## config.mk

```make
export PLATFORM = sky130hd
export DESIGN_NAME = hazard_fwd_unit
export DESIGN_NICKNAME = d
export VERILOG_FILES = /design/src/rtl/hazard_fwd_unit.sv
export SDC_FILE = /design/constraint.sdc
export NUM_CORES = 1
export LEC_CHECK = 0
export BUFFER_PORTS_ARGS = -buffer_cell sky130_fd_sc_hd__buf_4
export CAP_MARGIN = 25
export CORE_ASPECT_RATIO = 0.75
export CORE_MARGIN = 1.5
export CORE_UTILIZATION = 50
export DETAILED_ROUTE_END_ITERATION = 10
export GPL_ROUTABILITY_DRIVEN = 0
export GPL_TIMING_DRIVEN = 0
export PLACE_DENSITY = 0.75
export SLEW_MARGIN = 20
export SYNTH_ARGS = -nofsm -noshare
export SYNTH_HDL_FRONTEND = slang
export SYNTH_SLANG_ARGS = --single-unit
```

## constraint.sdc

```tcl
create_clock -name clk -period 1.6 [get_ports clk]
set_clock_uncertainty 0.05 [all_clocks]
set_input_delay 0.16 -clock clk [delete_from_list [all_inputs] [get_ports clk]]
set_output_delay 0.16 -clock clk [all_outputs]
set_load 0.01 [all_outputs]
```

## src/rtl/hazard_fwd_unit.sv

```systemverilog
// hazard_fwd_unit: decode-side tag pipeline, operand/SP forwarding
// selects and load-use stall control.
//
// Ports:
//   clk, rst        rising-edge clock, synchronous active-high reset
//   id_valid        valid instruction in ID
//   id_src          source indices, operand i at [i*REG_AW +: REG_AW]
//   id_src_used     operand i reads a register
//   id_dst, id_wb   destination index and its write enable
//   id_load         instruction is a memory load
//   id_sp_use/id_sp_w  instruction reads / writes SP
//   flush           squash from EX (branch or interrupt)
//   stall_id        hold PC and IF/ID
//   bubble_ex       insert NOP into ID/EX
//   fwd_sel         per operand: 00 regfile, 10 MEM, 01 WB
//   sp_sel          SP select: 00 SP register, 10 MEM, 01 WB
// Optional (macro HAZARD_PERF_EN):
//   perf_stall_cnt  saturating count of stall_id cycles
//   perf_flush_cnt  saturating count of flush cycles
module hazard_fwd_unit #(
    parameter int REG_AW   = 3,
    parameter int NUM_SRC  = 2,
    parameter int LOAD_LAT = 1
) (
    input  logic                       clk,
    input  logic                       rst,
    input  logic                       id_valid,
    input  logic [NUM_SRC*REG_AW-1:0]  id_src,
    input  logic [NUM_SRC-1:0]         id_src_used,
    input  logic [REG_AW-1:0]          id_dst,
    input  logic                       id_wb,
    input  logic                       id_load,
    input  logic                       id_sp_use,
    input  logic                       id_sp_w,
    input  logic                       flush,
    output logic                       stall_id,
    output logic                       bubble_ex,
    output logic [2*NUM_SRC-1:0]       fwd_sel,
    output logic [1:0]                 sp_sel
`ifdef HAZARD_PERF_EN
    ,
    output logic [31:0]                perf_stall_cnt,
    output logic [31:0]                perf_flush_cnt
`endif
);

    localparam int SW = NUM_SRC * REG_AW;

    // Extra stall cycles beyond the detection cycle for an EX-stage load.
    localparam logic [1:0] H1_EXTRA = 2'(LOAD_LAT - 1);

    typedef struct packed {
        logic               valid;
        logic [SW-1:0]      src;
        logic [NUM_SRC-1:0] src_used;
        logic [REG_AW-1:0]  dst;
        logic               wb;
        logic               load;
        logic               sp_use;
        logic               sp_w;
    } tag_t;

    typedef enum logic {
        RUN,
        STALL
    } state_t;

    tag_t              id_tag;
    tag_t              ex_q;
    tag_t              mem_q;
    tag_t              wb_q;
    state_t            state_q;
    state_t            state_d;
    logic [1:0]        cnt_q;
    logic [1:0]        cnt_d;
    logic              ex_hit;
    logic              mem_hit;
    logic              h1;
    logic              h2;
    logic [REG_AW-1:0] ex_src;
    logic              unused_tag_bits;

    // Not every stage needs every field.
    assign unused_tag_bits = ^{ex_q, mem_q, wb_q};

    always_comb begin
        id_tag          = '0;
        id_tag.valid    = id_valid && !bubble_ex;
        id_tag.src      = id_src;
        id_tag.src_used = id_src_used;
        id_tag.dst      = id_dst;
        id_tag.wb       = id_wb;
        id_tag.load     = id_load;
        id_tag.sp_use   = id_sp_use;
        id_tag.sp_w     = id_sp_w;
    end

    always_comb begin
        ex_hit  = 1'b0;
        mem_hit = 1'b0;
        for (int i = 0; i < NUM_SRC; i++) begin
            if (id_src_used[i]) begin
                if (id_src[i*REG_AW +: REG_AW] == ex_q.dst)
                    ex_hit = 1'b1;
                if (id_src[i*REG_AW +: REG_AW] == mem_q.dst)
                    mem_hit = 1'b1;
            end
        end
    end

    assign h1 = id_valid && ex_q.valid && ex_q.wb
             && ex_q.load && ex_hit;

    // A load one stage further on still needs a bubble when the
    // load result is two cycles away.
    assign h2 = (LOAD_LAT == 2) && id_valid && mem_q.valid
             && mem_q.wb && mem_q.load && mem_hit && !h1;

    // MEM holds the younger producer, so it wins over WB.
    always_comb begin
        fwd_sel = '0;
        ex_src  = '0;
        for (int i = 0; i < NUM_SRC; i++) begin
            ex_src = ex_q.src[i*REG_AW +: REG_AW];
            if (ex_q.valid && ex_q.src_used[i]) begin
                if (mem_q.valid && mem_q.wb && mem_q.dst == ex_src)
                    fwd_sel[2*i +: 2] = 2'b10;
                else if (wb_q.valid && wb_q.wb && wb_q.dst == ex_src)
                    fwd_sel[2*i +: 2] = 2'b01;
            end
        end
    end

    always_comb begin
        sp_sel = 2'b00;
        if (ex_q.valid && ex_q.sp_use) begin
            if (mem_q.valid && mem_q.sp_w)
                sp_sel = 2'b10;
            else if (wb_q.valid && wb_q.sp_w)
                sp_sel = 2'b01;
        end
    end

    always_comb begin
        state_d   = state_q;
        cnt_d     = cnt_q;
        stall_id  = 1'b0;
        bubble_ex = 1'b0;
        if (flush) begin
            bubble_ex = 1'b1;
            state_d   = RUN;
            cnt_d     = 2'd0;
        end else begin
            unique case (state_q)
                RUN: begin
                    unique case (1'b1)
                        h1: begin
                            stall_id  = 1'b1;
                            bubble_ex = 1'b1;
                            cnt_d     = H1_EXTRA;
                            state_d   = (H1_EXTRA != 2'd0) ? STALL : RUN;
                        end
                        h2: begin
                            stall_id  = 1'b1;
                            bubble_ex = 1'b1;
                            cnt_d     = 2'd0;
                        end
                        default: ;
                    endcase
                end
                STALL: begin
                    stall_id  = 1'b1;
                    bubble_ex = 1'b1;
                    // cnt counts remaining stall cycles including this one.
                    if (cnt_q <= 2'd1) begin
                        cnt_d   = 2'd0;
                        state_d = RUN;
                    end else begin
                        cnt_d = cnt_q - 2'd1;
                    end
                end
                default: begin
                    state_d = RUN;
                    cnt_d   = 2'd0;
                end
            endcase
        end
    end

    always_ff @(posedge clk) begin
        if (rst) begin
            ex_q    <= '0;
            mem_q   <= '0;
            wb_q    <= '0;
            state_q <= RUN;
            cnt_q   <= 2'd0;
        end else begin
            ex_q    <= id_tag;
            mem_q   <= ex_q;
            wb_q    <= mem_q;
            state_q <= state_d;
            cnt_q   <= cnt_d;
        end
    end

`ifdef HAZARD_PERF_EN
    always_ff @(posedge clk) begin
        if (rst) begin
            perf_stall_cnt <= '0;
            perf_flush_cnt <= '0;
        end else begin
            if (stall_id && perf_stall_cnt != '1)
                perf_stall_cnt <= perf_stall_cnt + 32'd1;
            if (flush && perf_flush_cnt != '1)
                perf_flush_cnt <= perf_flush_cnt + 32'd1;
        end
    end
`endif

endmodule

```

# Word-level counts from Yosys, hierarchy flattened
# Cells that the tools add are included.
dict set report word_totals {
  reg_bits 31
  latch_bits 0
  ramBits 0
  romBits 0
  in_bits 19
  mem_count 0
}
dict set report op_classes {
  n_addsub 1
  multipliers 0
  div_mod_pow 0
  order_cmp 1
  eq_ne 7
  shift 0
  mux 22
  n_bitwise 1
  reduce_logical 18
}
# op n
set op_table {}
lappend op_table {{3-bit equality test} 6}
lappend op_table {{1-bit logical AND} 16}
lappend op_table {{2-bit 2-to-1 mux} 8}
lappend op_table {{1-bit 2-to-1 mux} 11}
lappend op_table {{1-bit one-hot mux with 2 select lines} 2}
lappend op_table {{2-bit one-hot mux with 2 select lines} 1}
lappend op_table {{2-bit by 1-bit <= comparator with 1-bit output (second input constant)} 1}
lappend op_table {{2-bit != test (second input constant)} 1}
lappend op_table {{2-bit OR reduction} 1}
lappend op_table {{2-bit by 1-bit subtractor with 2-bit output (second input constant)} 1}
lappend op_table {{1-bit logical NOT} 1}
lappend op_table {{1-bit inverter} 1}

# Longest topological paths before layout
dict set report depth {
  ltp_word 11
  mapped_depth 4
}

# Worst setup path before layout
# No wires, ideal clock.
dict set report synth_path {
  path_kind {register -> output}
  startpoint {reg ex_q[11] (netlist name)}
  endpoint {out fwd_sel[1]}
  t_arrival_ns 0.999
  slack_ns 0.391
  path_stages_with_launch 4
  cell_sequence {dfxtp_1 -> xor2_1 -> nor4_1 -> and3_1}
}
dict set report synth_between {
  elab_chain_cells 4
}
# item line
set synth_lines {}
lappend synth_lines {{from (decl)} 69} ;# tag_t ex_q;
lappend synth_lines {{from (signal assigned)} 198} ;# ex_q <= id_tag;
lappend synth_lines {{3-bit equality test} 126} ;# if (mem_q.valid && mem_q.wb && mem_q.dst == ex_src)
lappend synth_lines {{1-bit logical AND} 126}
lappend synth_lines {{2-bit 2-to-1 mux} 126}
lappend synth_lines {{2-bit 2-to-1 mux} 125} ;# if (ex_q.valid && ex_q.src_used[i]) begin
lappend synth_lines {{to (decl)} 38} ;# output logic [2*NUM_SRC-1:0] fwd_sel,
# Every way passes these cells.

# Worst setup path after layout
dict set report layout_path {
  startpoint {reg ex_q[6] (netlist name)}
  endpoint {out bubble_ex}
}
dict set report layout_between {
  elab_chain_cells 9
  elab_cells_between_ends 10
  classes_between {eq/ne: 2; mux: 7; reduce/logical: 1}
}
# item line
set layout_lines {}
lappend layout_lines {{3-bit equality test} 103} ;# if (id_src[i*REG_AW +: REG_AW] == ex_q.dst)
lappend layout_lines {{1-bit 2-to-1 mux} 103}
lappend layout_lines {{1-bit 2-to-1 mux} 102} ;# if (id_src_used[i]) begin
lappend layout_lines {{1-bit 2-to-1 mux} 103}
lappend layout_lines {{1-bit 2-to-1 mux (*)} 102}
lappend layout_lines {{1-bit logical AND (*)} 112} ;# && ex_q.load && ex_hit;
lappend layout_lines {{1-bit 2-to-1 mux (*)} 156} ;# unique case (1'b1)
lappend layout_lines {{1-bit one-hot mux with 2 select lines (*)} 154} ;# unique case (state_q)
lappend layout_lines {{1-bit 2-to-1 mux (*)} 149} ;# if (flush) begin
lappend layout_lines {{to (decl)} 37} ;# output logic bubble_ex,
# Every way passes the cells marked *; elsewhere a longest branch is shown, timed or not.

==> impl_metrics.yaml <==
critical_path:
  r2r-end: "cnt_q[1]"
  crit_buf_inv: 1
  worstSetupStartpointType: "flop"
  worstSetupPathDepth: 5
  arrival_ns: 1.47
  critPathSlowestCell: "dfxtp_2"
  endpoint: "bubble_ex"
  crit_path_start: "ex_q[6]"
  critPathTopFamily: "simple AND/OR/NAND/NOR gates"
  cp_max_fo: 3
  reg2reg_slack_ns: 0.27
  path_cells: "xnor2_1, nand4_1, a21oi_2, or3_4, buf_6"
  r2r-start: "ex_q[6]"
  worst_ep_required_time_ns: 1.39
  worstSetupPathType: "flop to output pin"
  end_kind: "output pin"
  max_stage_delay_ns: 0.35
  reg2regPathDepth: 6
sta:
  min_period_ns: 1.68
  layout_setup_ws_ns: -0.0771
  fin_hold_ws_ns: 0.00362
  worstMarginPinSlew_ns: 0.451
  final_max_slew_viol_count: 0
  hold_violations: 0
  slew_headroom_pct: 70.0
  setup_viol: 4
  rsz0062_at_grt: "true"
  min_period_over_period_pct: 105
  fmax_mhz: 596
  tns_ns: -0.196
cts:
  clk_latency_ns: 0.32
  cts_buffers: 5
  clk_pin_slew_ns: 0.09
  cts_tree: "yes"
  cts_sinks: 31
  root_buffer: "clkbuf_4"
  ctsLongestPathBuffers: 2
  cts-htree-levels: 2
logic_synthesis:
  synth_area_sq_mm: 0.00115
  synth_flop_cell: "dfxtp_1"
  synth_cells: 111
  yosysWarningCount: 0
  syn-num-nets: 130
  synth_area_leader_cell: "dfxtp_1"
  synth_cell_type_count: 22
  netlist.area_leader.share_pct: 54.0
  synthTopCellsByArea: "dfxtp_1 54%, nor2b_1 14%, xnor2_1 9.2%"
  async_reset_ff_share_pct: 0
  synth_seq_cells: 31
  synth_area_per_cell_sq_um: 10.3
  seq_area_frac_synth_pct: 54.0
  synth_edf_count: 0
placed_design:
  io_buffers: 26
  place_area_sq_mm: 0.00137
  place_inst: 161
  dp_slack_ns: 0.216
  hpwlAfterDp_mm: 1.54
global_route:
  grt_use_met1_pct: 23.1
  grtUsageTotal_pct: 19.6
  busiest_layer: "met2"
  grt_start_max_net_pins: 11
  grt_pass1_wl_mm: 3.66
  use_met3_pct: 6.43
  met2_usage_pct: 32.1
  grt_pass1_vias: 867
  antenna_found_initial: 0
  overflow: 0
cells_and_area:
  antenna_cells: 0
  design_area_sq_mm: 0.00155
  drive_above_1_share_pct: 34.4
  syn_to_final_growth_pct: 34.7
  nets: 169
  stdcell_count: 175
  multiInputGateArea_sq_um: 551
  final_core_util_pct: 74.2
  seq_area_sq_um: 633
  fillCellCount: 157
flow_run:
  drv_cap: 0
routing:
  dr.pass1.iters: 4
  drtIter0Drc: 7
  postRouteAntennaNets: 0
  drc: 0
  via_count: 842
  via_per_inst: 4.81
  wire_per_inst_um: 12.1
  totalWireLength_mm: 2.11
outcome:
  violations: "negative setup slack"
  outcome: "finished, violations left"
floorplanning:
  die-area_sq_mm: 0.00260
  start_util_pct: 55.1
  core_sq_mm: 0.00208
  die_h_um: 44.5
  rows: 14
  ios: 27
  dieWidth_um: 58.3
power_and_ir_drop:
  leakage_nw: 0.658
  total_power_mw: 1.47
  ir_drop_v: 0.000562
  p_per_area_mw_per_mm2: 948
hold_path:
  min_path_type: "input pin to flop"
cells by family (layout without fill, tap and decap cells):
group	Yosys count	in the layout	share of synthesized area, %
flops	31	31	54.0
buf+inv	3	43	0.980
compound gates	5	5	3.49
xor+xnor	18	18	13.7
simple gates	54	54	27.8
report_power, final:
group          switching, mW  internal (mW)
Clock                  0.246          0.258
Combinational         0.0532         0.0819
Sequential            0.0234          0.804
Total                  0.323           1.14
layer usage:
layer  part of all wire [%]  up-vias
met2                     48       18
met4                    1.8        0
met1                     46      373
met3                    4.4        6
met5                      0        -
li1                       -      445
flip-flops by register name (all words and copies together) (netlist names):
name	count
ex_q	16
mem_q	6
wb_q	6
cnt_q	2
state_q	1
synthesized netlist by cell type, drive strengths merged (2+ instances only):
cell / count
nand3: 3
clkbuf: 2
nor2: 3
a21oi: 2
nand2: 6
nor4: 2
nor3: 3
dfxtp: 31
xnor2: 12
and3: 4
nor2b: 27
nand4: 4
xor2: 6
layout by cell type (no fill, tap or decap), types with 2 or more instances in the layout:
cell	count
and3_1	4
buf_4	27
clkbuf_1	3
clkbuf_4	5
clkbuf_8	2
dfxtp_1	21
dfxtp_2	10
dlygate4sd3_1	4
nand2_1	6
nand3_1	3
nand4_1	3
nor2_1	3
nor2b_1	26
nor3_1	3
xnor2_1	11
xor2_1	6
final cells by class:
cell class | count | area share [%]
Buffer | 2 | 0.485
Clock buffer | 8 | 4.45
Inverter | 1 | 0.243
Multi-Input combinational cell | 77 | 35.6
Sequential cell | 31 | 40.9
Tap cell | 24 | 1.94
Timing Repair Buffer | 32 | 16.4
worst min path at each step:
stage,startpoint,to,cells past startpoint
after CTS,id_dst[0],ex_q[4],2
after floorplan,rst,ex_q[0],1
after global placement,id_dst[2],ex_q[6],2
final,id_dst[0],ex_q[4],2
after detailed placement,id_load,ex_q[2],2
after global routing,id_sp_w,ex_q[0],2
repair_timing:
| item | CTS | global route |
|---|---|---|
| endpoints found under the hold margin | 4 | 0 |
| buffers inserted | 1 | 1 |
| hold buffers | 4 | 0 |
| pin swaps | 4 | 6 |
| resized for setup | 10 | 6 |
| setup endpoints to repair | 6 | 6 |
No activity file was read; power rests on OpenSTA's default activity.
